**config.mk**
```make
export PLATFORM = sky130hd
export DESIGN_NAME = sram_arbiter
export DESIGN_NICKNAME = d
export VERILOG_FILES = /design/src/rtl/sram_arbiter_pkg.sv /design/src/rtl/sram_arbiter_pick.sv /design/src/rtl/sram_arbiter.sv
export SDC_FILE = /design/constraint.sdc
export NUM_CORES = 1
export LEC_CHECK = 0
export BUFFER_PORTS_ARGS = -buffer_cell sky130_fd_sc_hd__buf_2
export CAP_MARGIN = 20
export CORE_AREA = 3 3 109 111
export CTS_BUF_LIST = sky130_fd_sc_hd__clkbuf_8
export CTS_CLUSTER_SIZE = 30
export DETAILED_ROUTE_END_ITERATION = 6
export DIE_AREA = 0 0 112 114
export PLACE_DENSITY = 0.76
export RECOVER_POWER = 50
export SLEW_MARGIN = 20
export SYNTH_ARGS = -nofsm -noshare
export SYNTH_HDL_FRONTEND = slang
export SYNTH_SLANG_ARGS = --single-unit
```
**constraint.sdc**
```tcl
create_clock -name clk -period 4.3 [get_ports clk]
set_input_delay 0.86 -clock clk [delete_from_list [all_inputs] [get_ports clk]]
set_output_delay 0.86 -clock clk [all_outputs]
set_load 0.02 [all_outputs]
```
**src/rtl/sram_arbiter_pkg.sv**
```systemverilog
// Shared encodings for the SRAM port arbiter: FSM states, transaction owner
// and the default starvation limit.
package sram_arbiter_pkg;

  typedef enum logic [1:0] {
    ARB_IDLE = 2'd0,
    ARB_ADDR = 2'd1,
    ARB_RESP = 2'd2
  } arb_state_t;

  typedef enum logic {
    OWN_INST = 1'b0,
    OWN_DATA = 1'b1
  } owner_t;

  localparam int STARVE_MAX_DEFAULT = 4;

  // Streak counter must hold 0..max inclusive.
  function automatic int streak_width(input int max);
    return $clog2(max + 1);
  endfunction

endpackage

```
**src/rtl/sram_arbiter_pick.sv**
```systemverilog
// Combinational selector: data has priority unless the instruction side has
// already waited through STARVE_MAX consecutive data grants.
module arb_pick
  import sram_arbiter_pkg::*;
#(
  parameter int STARVE_MAX = STARVE_MAX_DEFAULT,
  parameter int SW         = 3
) (
  input  logic          inst_req,
  input  logic          data_req,
  input  logic [SW-1:0] streak,
  output logic          grant_inst,
  output logic          grant_data
);

  logic starved;

  assign starved = (streak == SW'(STARVE_MAX));

  always_comb begin
    grant_data = data_req & ~(inst_req & starved);
    grant_inst = inst_req & ~grant_data;
  end

endmodule

```
**src/rtl/sram_arbiter.sv**
```systemverilog
// Shares one SRAM-like memory port between instruction fetch and data access,
// one transaction outstanding, data priority with an inst starvation guard.
module sram_arbiter
  import sram_arbiter_pkg::*;
#(
  parameter int ADDR_W     = 32,
  parameter int DATA_W     = 32,
  parameter int STARVE_MAX = STARVE_MAX_DEFAULT
) (
  input  logic                               clk,
  input  logic                               rst,
  input  logic                               inst_req,
  input  logic [ADDR_W-1:0]                  inst_addr,
  output logic                               inst_addr_ok,
  output logic                               inst_data_ok,
  output logic [DATA_W-1:0]                  inst_rdata,
  input  logic                               data_req,
  input  logic                               data_wr,
  input  logic [DATA_W/8-1:0]                data_wstrb,
  input  logic [ADDR_W-1:0]                  data_addr,
  input  logic [DATA_W-1:0]                  data_wdata,
  output logic                               data_addr_ok,
  output logic                               data_data_ok,
  output logic [DATA_W-1:0]                  data_rdata,
  output logic                               mem_req,
  output logic                               mem_wr,
  output logic [DATA_W/8-1:0]                mem_wstrb,
  output logic [ADDR_W-1:0]                  mem_addr,
  output logic [DATA_W-1:0]                  mem_wdata,
  input  logic                               mem_addr_ok,
  input  logic                               mem_data_ok,
  input  logic [DATA_W-1:0]                  mem_rdata,
  output logic                               stallreq_mem,
  output logic [1:0]                         dbg_state,
  output logic [$clog2(STARVE_MAX+1)-1:0]    dbg_streak
);

  localparam int SW = streak_width(STARVE_MAX);

  // Handshake: a requester holds *_req and its fields until *_addr_ok is seen
  // high in the same cycle; *_data_ok is a single-cycle pulse with rdata valid.
  arb_state_t           state;
  owner_t               owner;
  logic [SW-1:0]        streak;
  logic                 mem_req_q;
  logic                 lat_wr;
  logic [DATA_W/8-1:0]  lat_wstrb;
  logic [ADDR_W-1:0]    lat_addr;
  logic [DATA_W-1:0]    lat_wdata;

  logic pick_inst;
  logic pick_data;
  logic idle;
  logic resp_done;

  arb_pick #(
    .STARVE_MAX (STARVE_MAX),
    .SW         (SW)
  ) u_pick (
    .inst_req   (inst_req),
    .data_req   (data_req),
    .streak     (streak),
    .grant_inst (pick_inst),
    .grant_data (pick_data)
  );

  // rst is folded in so no handshake output can fire while reset is held.
  assign idle      = (state == ARB_IDLE) & rst;
  assign resp_done = (state == ARB_RESP) & mem_data_ok;

  assign inst_addr_ok = idle & pick_inst;
  assign data_addr_ok = idle & pick_data;
  assign inst_data_ok = resp_done & (owner == OWN_INST);
  assign data_data_ok = resp_done & (owner == OWN_DATA);
  assign inst_rdata   = inst_data_ok ? mem_rdata : '0;
  assign data_rdata   = data_data_ok ? mem_rdata : '0;

  assign stallreq_mem = rst & ((data_req & ~data_addr_ok) |
                               ((state != ARB_IDLE) & (owner == OWN_DATA) & ~data_data_ok));

  assign mem_req   = mem_req_q;
  assign mem_wr    = lat_wr;
  assign mem_wstrb = lat_wstrb;
  assign mem_addr  = lat_addr;
  assign mem_wdata = lat_wdata;

  assign dbg_state  = state;
  assign dbg_streak = streak;

  always_ff @(posedge clk or negedge rst) begin
    if (!rst) begin
      state     <= ARB_IDLE;
      owner     <= OWN_INST;
      streak    <= '0;
      mem_req_q <= 1'b0;
      lat_wr    <= 1'b0;
      lat_wstrb <= '0;
      lat_addr  <= '0;
      lat_wdata <= '0;
    end else begin
      case (state)
        ARB_IDLE: begin
          if (data_addr_ok) begin
            state     <= ARB_ADDR;
            mem_req_q <= 1'b1;
            owner     <= OWN_DATA;
            lat_addr  <= data_addr;
            lat_wr    <= data_wr;
            lat_wstrb <= data_wr ? data_wstrb : '0;
            lat_wdata <= data_wdata;
            if (inst_req && (streak != SW'(STARVE_MAX)))
              streak <= streak + SW'(1);
          end else if (inst_addr_ok) begin
            state     <= ARB_ADDR;
            mem_req_q <= 1'b1;
            owner     <= OWN_INST;
            lat_addr  <= inst_addr;
            lat_wr    <= 1'b0;
            lat_wstrb <= '0;
            lat_wdata <= '0;
            streak    <= '0;
          end
        end
        ARB_ADDR: begin
          if (mem_addr_ok) begin
            state     <= ARB_RESP;
            mem_req_q <= 1'b0;
          end
        end
        ARB_RESP: begin
          // Returning to IDLE takes a full cycle before the next grant.
          if (mem_data_ok)
            state <= ARB_IDLE;
        end
        default: state <= ARB_IDLE;
      endcase
    end
  end

endmodule

```
# [Word level (Yosys, flattened, before mapping)]
# Cells that the tools add are included.
[op_classes] add_sub_neg=1 mul=0 bitwise=19 div_mod_pow=0 reduce_logical=9 magnitude_cmp=0 n_mux=24 shift=0 eq_ne=8
[ops] cell="2-to-1 mux 32 bit" count=6
[ops] cell="bitwise AND 1 bit" count=13
[ops] cell="2-to-1 mux 4 bit" count=3
[ops] cell="2-to-1 mux 3 bit" count=3
[ops] cell="AND reduction 3 bit" count=3
[ops] cell="2-to-1 mux 2 bit" count=4
[ops] cell="2-to-1 mux 1 bit" count=6
[ops] cell="!= test 3 bit, second input constant" count=2
[ops] cell="one-hot mux 2 bit (3 select lines)" count=1
[ops] cell="nonzero test 2 bit" count=3
[ops] cell="NOT 1 bit" count=5
[ops] cell="!= test 2 bit, second input constant" count=2
[ops] cell="adder 3 x 1 -> 3 bit, second input constant" count=1
[ops] cell="== test 3 bit, second input constant" count=1
[ops] cell="== test 2 x 1 -> 1 bit, second input constant" count=1
[ops] cell="== test 2 bit, second input constant" count=1
[ops] cell="zero test 2 bit" count=1
[ops] cell="!= test 2 x 1 -> 1 bit, second input constant" count=1
[ops] cell="one-hot mux 1 bit (2 select lines)" count=1
[ops] cell="AND reduction 2 bit" count=1
[ops] cell="logical AND 1 bit" count=1
[ops] cell="bitwise OR 1 bit" count=1
[word_totals] latchBits=0 ramBits=0 n_memories=0 reg_bits=76 out_inout_bits=144 in_bits=139 wordCells=69 rom_bits=0

# [Logic depth before layout (Yosys ltp)]
# Gate-level depths: netlist of the first run.
[logic_depth] ltp_word=10 ltp_mapped=6 mapped_depth_nobuf=5

# [Hierarchy]
# Synthesis of the first run repeated with hierarchy kept, for this count alone.
[unflattened] cells_unflattened=302 hier_area_um2=4048.9
[by_module_without_submodules] mod="sram_arbiter" cells_per_inst=298 area_per_inst_um2=4016.4 n_inst=1
[by_module_without_submodules] mod="arb_pick" cells_per_inst=4 area_per_inst_um2=32.5 n_inst=1

# [Worst setup path before layout of the first run]
# OpenSTA, ideal clock, no wires.
[synth_timing] path_type="input port to output port" startpoint="in rst" endpoint="out stallreq_mem" arrival_ns=2.005 setup_slack_ns=1.435 required_time_ns=3.440 cell_stages=5 cell_sequence="or3b_1 buf_2 nor3_2 buf_2 o21ai_0"
[synth_between] elab_chain_len=6
[synth_rtl] item="start: declaration" line="sram_arbiter.sv:11" rtl="input logic rst,"
[synth_rtl] item="bitwise AND 1 bit" line="sram_arbiter.sv:68" rtl="assign idle = (state == ARB_IDLE) & rst;"
[synth_rtl] item="bitwise AND 1 bit" line="sram_arbiter.sv:72" rtl="assign data_addr_ok = idle & pick_data;"
[synth_rtl] item="via data_addr_ok" line="sram_arbiter.sv:22" rtl="output logic data_addr_ok,"
[synth_rtl] item="NOT 1 bit" line="sram_arbiter.sv:78" rtl="assign stallreq_mem = rst & ((data_req & ~data_addr_ok) |"
[synth_rtl] item="bitwise AND 1 bit" line="sram_arbiter.sv:78"
[synth_rtl] item="bitwise OR 1 bit" line="sram_arbiter.sv:78"
[synth_rtl] item="bitwise AND 1 bit" line="sram_arbiter.sv:78"
[synth_rtl] item="end: declaration" line="sram_arbiter.sv:33" rtl="output logic stallreq_mem,"
# The timed path passes the listed nets, and every way through them passes these cells.

# [Worst setup path in the final report of the first run]
[layout_timing] startpoint="in rst" endpoint="out data_addr_ok"
[layout_between] elab_chain_len=2
[layout_rtl] item="bitwise AND 1 bit" line="sram_arbiter.sv:68"
[layout_rtl] item="bitwise AND 1 bit" line="sram_arbiter.sv:72"
[layout_rtl] item="end: declaration" line="sram_arbiter.sv:22"
# Every way passes these cells.

==> results of run 1 <==
==> per-layer routing <==
metal,GRT usage,wire (µm),vias to the layer above
met5,0,0,-
met4,0.0609,204,0
met3,0.0520,1080,14
met2,0.388,7310,179
met1,0.237,5140,1902
li1,-,-,1886
==> report_power, final <==
part / switching [µW] / total (µW) / internal (µW) / leakage [µW]
Sequential: 210 / 1250 / 1040 / 0.000912
Combinational: 1050 / 1630 / 586 / 0.00190
Clock: 269 / 653 / 384 / 0.000116
==> area by class of cell <==
| type | instances | area, µm² | share of cell area |
|---|---|---|---|
| sequential | 76 | 1900 | 0.336 |
| tap | 140 | 175 | 0.0309 |
| clock inverter | 6 | 111 | 0.0197 |
| timing repair buffer | 292 | 1400 | 0.247 |
| inverter | 35 | 131 | 0.0232 |
| multi-input combinational | 231 | 1820 | 0.321 |
| clock buffer | 9 | 124 | 0.0219 |
==> kinds of logic (layout without fill, tap and decap cells) <==
| logic type | count (synthesis) | count (layout) |
|---|---|---|
| DFF | 76 | 76 |
| AOI/OAI and AO/OA | 111 | 111 |
| and+or+nand+nor | 118 | 118 |
| buffers and inverters | 71 | 342 |
| adders and majority gates | 2 | 2 |
==> critical path: cells and delay by family <==
| family | cells | cell delay, ps |
|---|---|---|
| buffers and inverters | 3 | 970 |
| AND/OR/NAND/NOR | 2 | 580 |
==> Yosys cell counts, types with 2 or more instances <==
cell type / number
dfrtp_1: 76
and2_1: 64
inv_1: 35
nor2_1: 34
a22o_1: 33
a211oi_1: 32
a221oi_2: 31
clkbuf_1: 20
buf_2: 11
nand2_1: 6
buf_6: 5
o21ai_0: 5
a32o_1: 4
a21o_1: 2
ha_1: 2
nand2b_1: 2
nand3_1: 2
nor3b_1: 2
==> registers in the layout, summed over array words and instances (netlist names) <==
| register | count |
|---|---|
| dbg_streak | 3 |
| mem_wr | 1 |
| mem_addr | 32 |
| owner | 1 |
| mem_wdata | 32 |
| mem_req | 1 |
| dbg_state | 2 |
| mem_wstrb | 4 |
==> path summary, 6_finish.rpt <==
check | from | to | slack, ps | cells past startpoint
setup / recovery | rst | data_addr_ok | 1000 | 5
hold / removal | rst | mem_wdata[9] | 440 | 1
min in group clk | mem_wstrb[2] | mem_wstrb[2] | 490 | 1
max in group asynchronous | rst | mem_addr[13] | 2860 | 2
hold reg to reg | mem_wstrb[2] | mem_wstrb[2] | 490 | 1
setup reg to reg | dbg_state[0] | mem_addr[0] | 1730 | 5
==> per-stage QoR <==
stage	power, µW	worst slack, ps	util	hold slack [ps]
2_1_floorplan	2370	1440	-	488
3_3_place_gp	2940	997	0.507	465
3_5_place_dp	2990	940	0.507	476
4_1_cts	3650	966	0.528	431
5_1_grt	3750	834	0.520	443
6_report	3540	997	0.520	439
==> impl_metrics.ini, run 1 <==
[logic_synthesis]
synth.mux.area_fraction = 0
synthTopCellsByArea = dfrtp_1 (48%), a221oi_2 (12%), and2_1 (10%)
syn_area_um2 = 4000
synth_edf_count = 0
synth_top_family_by_area = compound AO/OA/AOI/OAI gates
ys.flop_type = dfrtp_1
yosysTopAreaCellShare = 0.475
async_reset_ff_frac = 1.00
syn_nets = 519
synth_cell_types = 30
synth_adder_area_share = 0.00626
synthCells = 378
synth_area_per_cell_um2 = 10.6
synthSimpleGateAreaFrac = 0.162
synthXorXnorAreaFrac = 0
synth_area_leader_cell = dfrtp_1
synth_warnings = 0
ys_seq_area_frac = 0.475
synth_compound_area_frac = 0.277
synth_seq_cells = 76

[global_route]
grt_overflow = 0
grt_first_pass_wirelength_um = 21400
track_usage = 0.209
antenna_found_initial = 0
grt_max_degree = 53
grt_pass1_vias = 4101

[clock_network]
cts-resized-gates = 0
clk_latency_ps = 340
hold_buffers = 0
cts_buffers = 9
clk_path_buf_depth = 2
cts_tree = yes
h-tree-depth = 3
postCtsSetupBuffers = 0
clockRootBuffer = clkbuf_8
cts.sinks = 76
path_clk_slew_ps = 90

[placed_design]
io_buffers = 282
gp_routability_congestion = 0.909
placed_area_um2 = 5520
dp_hpwl_um = 10500
post-place-cells = 774

[drt]
antenna_left = 0
drtIter0Drc = 187
drtPass1Iterations = 4
wl_per_cell_um = 17.4
viasPerCell = 5.05
drc = 0
wirelength_um = 13700
vias = 3981

[finish]
layout_commonest_cell = buf_2
final_cell_mix = buf_2 (209), dfrtp_1 (76), clkbuf_1 (72)
diodes = 0
syn_to_final_growth_pct = 41.6
nets = 786
drive_gt1_frac = 0.419
fill_cells = 1062
finalNonFillerCells = 789
design_area_um2 = 5660

[timing]
rsz0062_at_grt = false
fin_crit_ps = 3300
max-slew-margin-rel = 0.316
setup_viol = 0
worstMarginPinSlew_ps = 1020
drv_slew = 0
hold_violations = 0
clock.fmax_mhz = 303
setup-tns-final_ps = 0
skew_ps = 18.0
fin_crit_sh = 0.768

[setup_path]
crit_path_end_kind = primary output
arrival_ps = 2440
cp_common_cell = buf_4
start_kind = primary input
cp_data_required_time_ps = 3440
cp_max_fo = 39
crit_slowest_cell = or3b_1
crit_path_max_incr_delay_ps = 450
crit_type = in2out
path_cells = buf_4 > or3b_1 > nor3_4 > buf_4 > buf_2

[power]
max-vdd-ir-drop_uv = 264
leakage_uw = 0.00293
power_density_nw_per_um2 = 625

[floorplan]
fp.dieH_um = 114
start_util = 0.367
std_cell_rows = 38
die_x_um = 112
dieArea_um2 = 12800
core_um2 = 10900
pin_count = 283

[run_status]
status = finished clean

[job]
cap_violations = 0

[min_path]
hold_path.class = in2async
Power figures use the tool's default switching activity.
==> inputs of run 2 (changes only) <==
--- a/config.mk
+++ b/config.mk
@@ -7,12 +7,12 @@
 export LEC_CHECK = 0
 export BUFFER_PORTS_ARGS = -buffer_cell sky130_fd_sc_hd__buf_2
 export CAP_MARGIN = 20
-export CORE_AREA = 3 3 109 111
+export CORE_AREA = 3 3 110 112
 export CTS_BUF_LIST = sky130_fd_sc_hd__clkbuf_8
 export CTS_CLUSTER_SIZE = 30
 export DETAILED_ROUTE_END_ITERATION = 6
-export DIE_AREA = 0 0 112 114
-export PLACE_DENSITY = 0.76
+export DIE_AREA = 0 0 113 115
+export PLACE_DENSITY = 0.75
 export RECOVER_POWER = 50
 export SLEW_MARGIN = 20
 export SYNTH_ARGS = -nofsm -noshare
==> constraint.sdc (replaced) <==
create_clock -name clk -period 3.05 [get_ports clk]
set_input_delay 0.61 -clock clk [delete_from_list [all_inputs] [get_ports clk]]
set_output_delay 0.61 -clock clk [all_outputs]
set_load 0.02 [all_outputs]
==> run 2 against run 1 <==
Die area increased by 1.8%. Worst setup slack got worse by 400 ps. Hold slack got worse by 33 ps. Sequential power is 42% higher. Critical path depth rose by 1. Largest cell class unchanged. Highest routed layer unchanged.
==> impl_metrics.ini, run 2 (synthesis gave the netlist of run 1 again) <==
[setup_path]
crit_type = reg2out
worst_r2r_path_depth = 4
r2r-start = dbg_state[0]
cp_max_fo = 5
cp_data_required_time_ps = 2440
start_kind = flip-flop
r2r-end = mem_addr[0]
arrival_ps = 1840
crit_path_end_kind = primary output
path_cells = inv_1 > ha_1 > and3_1 > nor3_4 > o21ai_0 > buf_2
crit_path_max_incr_delay_ps = 430
reg2reg_slack_ps = 900
crit_slowest_cell = dfrtp_1

[power]
p_sw_frac = 0.447
p_seq_frac = 0.362
p_comb_frac = 0.472
power_density_nw_per_um2 = 863
p_switching_uw = 2180
clkPwrFrac = 0.166
leakage_uw = 0.00293
p_int_uw = 2700
max-vdd-ir-drop_uv = 392

[global_route]
grt_max_degree = 56
grt_overflow = 0
grt_pass1_vias = 4161
antenna_found_initial = 1
track_usage = 0.206
grt_first_pass_wirelength_um = 21100

[job]
cap_violations = 0

[drt]
wirelength_um = 13800
antenna_left = 0
wl_per_cell_um = 17.3
drtPass1Iterations = 4
drtIter0Drc = 267
vias = 3986
drc = 0
viasPerCell = 5.01

[floorplan]
fp.dieH_um = 115
dieArea_um2 = 13000
std_cell_rows = 39
start_util = 0.353
core_um2 = 11300
pin_count = 283
die_x_um = 113

[finish]
finalNonFillerCells = 795
final_cell_mix = buf_2 (210), dfrtp_1 (76), clkbuf_1 (72)
syn_to_final_growth_pct = 41.3
drive_gt1_frac = 0.419
fill_cells = 1110
ff_latch_area_um2 = 1900
layout_commonest_cell = buf_2
multiInputGateArea_um2 = 1820
nets = 787

[clock_network]
cts.sinks = 76
hold_buffers = 0
h-tree-depth = 3
postCtsSetupBuffers = 0
cts_buffers = 9
cts_tree = yes
cts-resized-gates = 0
clockRootBuffer = clkbuf_8
clk_latency_ps = 350
path_clk_slew_ps = 100
clk_path_buf_depth = 2

[timing]
fin_crit_ps = 2450
drv_slew = 0
fin_crit_sh = 0.804
skew_ps = 12.0
clock.fmax_mhz = 408
hold_violations = 0
setup_viol = 0
max-slew-margin-rel = 0.0837
rsz0062_at_grt = false
worstMarginPinSlew_ps = 1370
setup-tns-final_ps = 0

[placed_design]
io_buffers = 282
gp_routability_congestion = 0.880
dp_hpwl_um = 10600
post-place-cells = 778

[min_path]
hold_path.class = in2async

[run_status]
status = finished clean
## run 2: critical path, delay by kind of cell (launching register included)
kind,cells,cell delay (ps)
AND/OR/NAND/NOR,2,510
flip-flops,1,430
buffers and inverters,2,240
adder cells (fa/ha/maj),1,220
AO/OA/AOI/OAI,1,90
## run 2: cell type report
| cell class | count | share of cell area |
|---|---|---|
| timing repair buffer | 293 | 0.250 |
| multi-input combinational | 231 | 0.321 |
| tap | 143 | 0.0317 |
| clock inverter | 7 | 0.0146 |
| antenna | 1 | 0.000443 |
| sequential | 76 | 0.337 |
| inverter | 35 | 0.0233 |
| clock buffer | 9 | 0.0219 |
## run 2: power by group through the flow
stage          Clock [µW]  Sequential [µW]  Combinational, µW
6_report              809             1770               2300
5_1_grt               875             1830               2510
4_1_cts               835             1750               2460
3_5_place_dp            0             1770               2450
3_3_place_gp            0             1750               2400
2_1_floorplan           0             2320               1030
## run 2: through the flow
step | util | area (µm²) | setup WS, ps | hold WS (ps) | total power, µW
final | 0.499 | 5650 | 597 | 406 | 4880
after CTS | 0.507 | 5740 | 549 | 260 | 5050
after global routing | 0.499 | 5650 | 447 | 405 | 5210
after detailed placement | 0.489 | 5540 | 755 | 475 | 4220
after floorplan | - | 4000 | 685 | 314 | 3340
after global placement | 0.489 | 5540 | 807 | 462 | 4150
## run 2: how the worst max path moves through the flow
stage / from / endpoint / slack (ps) / cells after the start
floorplan: rst / stallreq_mem / 690 / 5
global placement: rst / mem_addr[0] / 810 / 5
detailed placement: rst / mem_addr[0] / 760 / 5
CTS: dbg_streak[0] / stallreq_mem / 550 / 6
global route: dbg_streak[0] / stallreq_mem / 450 / 6
finish: dbg_streak[0] / stallreq_mem / 600 / 6
## run 2: per-layer routing
layer	global-route usage	vias up	share of wire
li1	-	1888	-
met1	0.223	1901	0.36
met2	0.390	182	0.54
met3	0.0505	15	0.078
met4	0.0697	0	0.014
met5	0	-	0
==> inputs of run 3 (changes only) <==
==> constraint.sdc (replaced) <==
create_clock -name clk -period 2.32 [get_ports clk]
set_input_delay 0.464 -clock clk [delete_from_list [all_inputs] [get_ports clk]]
set_output_delay 0.464 -clock clk [all_outputs]
set_load 0.02 [all_outputs]
==> run 3 against run 2 <==
Global-route usage shrank 0.26 points. Design area rose by 1.7%. Register-to-register slack worse by 380 ps. Highest routed layer unchanged.
==> impl_metrics.ini, run 3 (synthesis gave the netlist of run 1 again) <==
[timing]
skew_ps = 11.4
worstMarginPinSlew_ps = 1330
setup_viol = 0
rsz0062_at_grt = false
hold_violations = 0
drv_slew = 0
setup-tns-final_ps = 0
max-slew-margin-rel = 0.116
fin_crit_sh = 0.942
clock.fmax_mhz = 457
fin_crit_ps = 2190

[floorplan]
core_um2 = 11300
dieArea_um2 = 13000
fp.dieH_um = 115
start_util = 0.353
pin_count = 283
std_cell_rows = 39
die_x_um = 113

[clock_network]
cts_buffers = 9
hold_buffers = 0
cts_tree = yes
clk_path_buf_depth = 2
cts.sinks = 76
clockRootBuffer = clkbuf_8
path_clk_slew_ps = 80
clk_latency_ps = 360
h-tree-depth = 3

[setup_path]
cp.depth = 4
crit_type = reg2out
crit_slowest_cell = dfrtp_2
cp_max_fo = 8
crit_path_end = stallreq_mem
start_kind = flip-flop
crit_path_end_kind = primary output
worst_r2r_path_depth = 4
r2r-end = mem_wdata[30]
path_cells = or3b_4 > nor3_4 > o21ai_1 > buf_2
crit_path_max_incr_delay_ps = 460
reg2reg_slack_ps = 520
arrival_ps = 1720
crit_start = dbg_state[1]
crit_family = simple AND/OR/NAND/NOR gates
r2r-start = dbg_state[1]
crit_buf_inv = 1
cp_data_required_time_ps = 1860

[drt]
drtPass1Iterations = 4
vias = 4040
drtIter0Drc = 215
wl_per_cell_um = 17.3
antenna_left = 0
wirelength_um = 13900
viasPerCell = 5.00
drc = 0

[finish]
drive_gt1_frac = 0.436
nets = 797
final_cell_mix = buf_2 (211), dfrtp_1 (75), clkbuf_1 (70)
syn_to_final_growth_pct = 43.7
layout_commonest_cell = buf_2
finalNonFillerCells = 808
fill_cells = 1110

[global_route]
grt_first_pass_wirelength_um = 20800
grt_overflow = 0
antenna_found_initial = 4
grt_max_degree = 54
track_usage = 0.203
grt_pass1_vias = 4061

[power]
max-vdd-ir-drop_uv = 610
leakage_uw = 0.00298
power_density_nw_per_um2 = 1130

[placed_design]
post-place-cells = 784
dp_hpwl_um = 10700
gp_routability_congestion = 0.930
io_buffers = 282

[min_path]
hold_path.class = in2async

[run_status]
status = finished clean

[job]
cap_violations = 0
==> run 3: cell count changes in the layout (fill, tap and decap cells not counted), sizes merged <==
cell      before  now
diode          1    4
clkinv         1    2
clkinvlp       1    2
inv           39   36
buf          220  231
==> run 3: worst min path at each step <==
stage               slack, ps     from       endpoint  cells past startpoint
finish                    130      rst  dbg_streak[2]                      2
global route              130      rst  dbg_streak[2]                      2
CTS                       100      rst  dbg_streak[0]                      2
detailed placement        460  mem_req        mem_req                      2
global placement          460  mem_req        mem_req                      2
floorplan                 170      rst   dbg_state[0]                      0
==> run 3: area by class of cell <==
class	instances	area, µm²	area share
Antenna cell	4	10.0	0.00174
Clock buffer	10	138	0.0239
Clock inverter	6	71.3	0.0124
Inverter	35	131	0.0229
Multi-Input combinational cell	231	1820	0.316
Sequential cell	76	1900	0.331
Tap cell	143	179	0.0311
Timing Repair Buffer	303	1500	0.261
==> run 3: worst reg2reg max path, delay by kind of cell (launching register included) <==
kind,cells,cell delay (ps)
buffers and inverters,1,400
flip-flops,1,460
AND/OR/NAND/NOR,2,640
AO/OA/AOI/OAI,1,250
==> run 3: routing by layer <==
layer,part of all wire,vias up,track usage,wire [µm]
met4,0.026,0,0.0833,363
met1,0.38,1932,0.238,5350
met5,0,-,0,0
met3,0.074,21,0.0479,1040
li1,-,1906,-,-
met2,0.52,181,0.359,7190
==> run 3: metrics by stage <==
stage	utilization	worst slack (ps)	cell area [µm²]	hold WS, ps	total power [µW]
floorplan	-	128	4000	168	4400
global placement	0.493	326	5580	462	5500
detailed placement	0.493	337	5580	463	5570
CTS	0.512	24.7	5800	95.4	6660
global route	0.508	27.5	5750	135	6900
finish	0.508	134	5750	132	6480
==> run 3: power by group <==
part           leakage [µW]  total, µW  switching [µW]  internal, µW
registers          0.000911       2300             364          1940
logic               0.00197       3120            1970          1150
clock network     0.0000991       1060             525           534
total               0.00298       6480            2860          3620
==> run 3: timing repair <==
item | 4_1_cts | 5_1_grt
buffers inserted | 1 | 3
resized for setup | 1 | 4
pin swaps | 0 | 1
endpoints found under the setup margin | 1 | 34
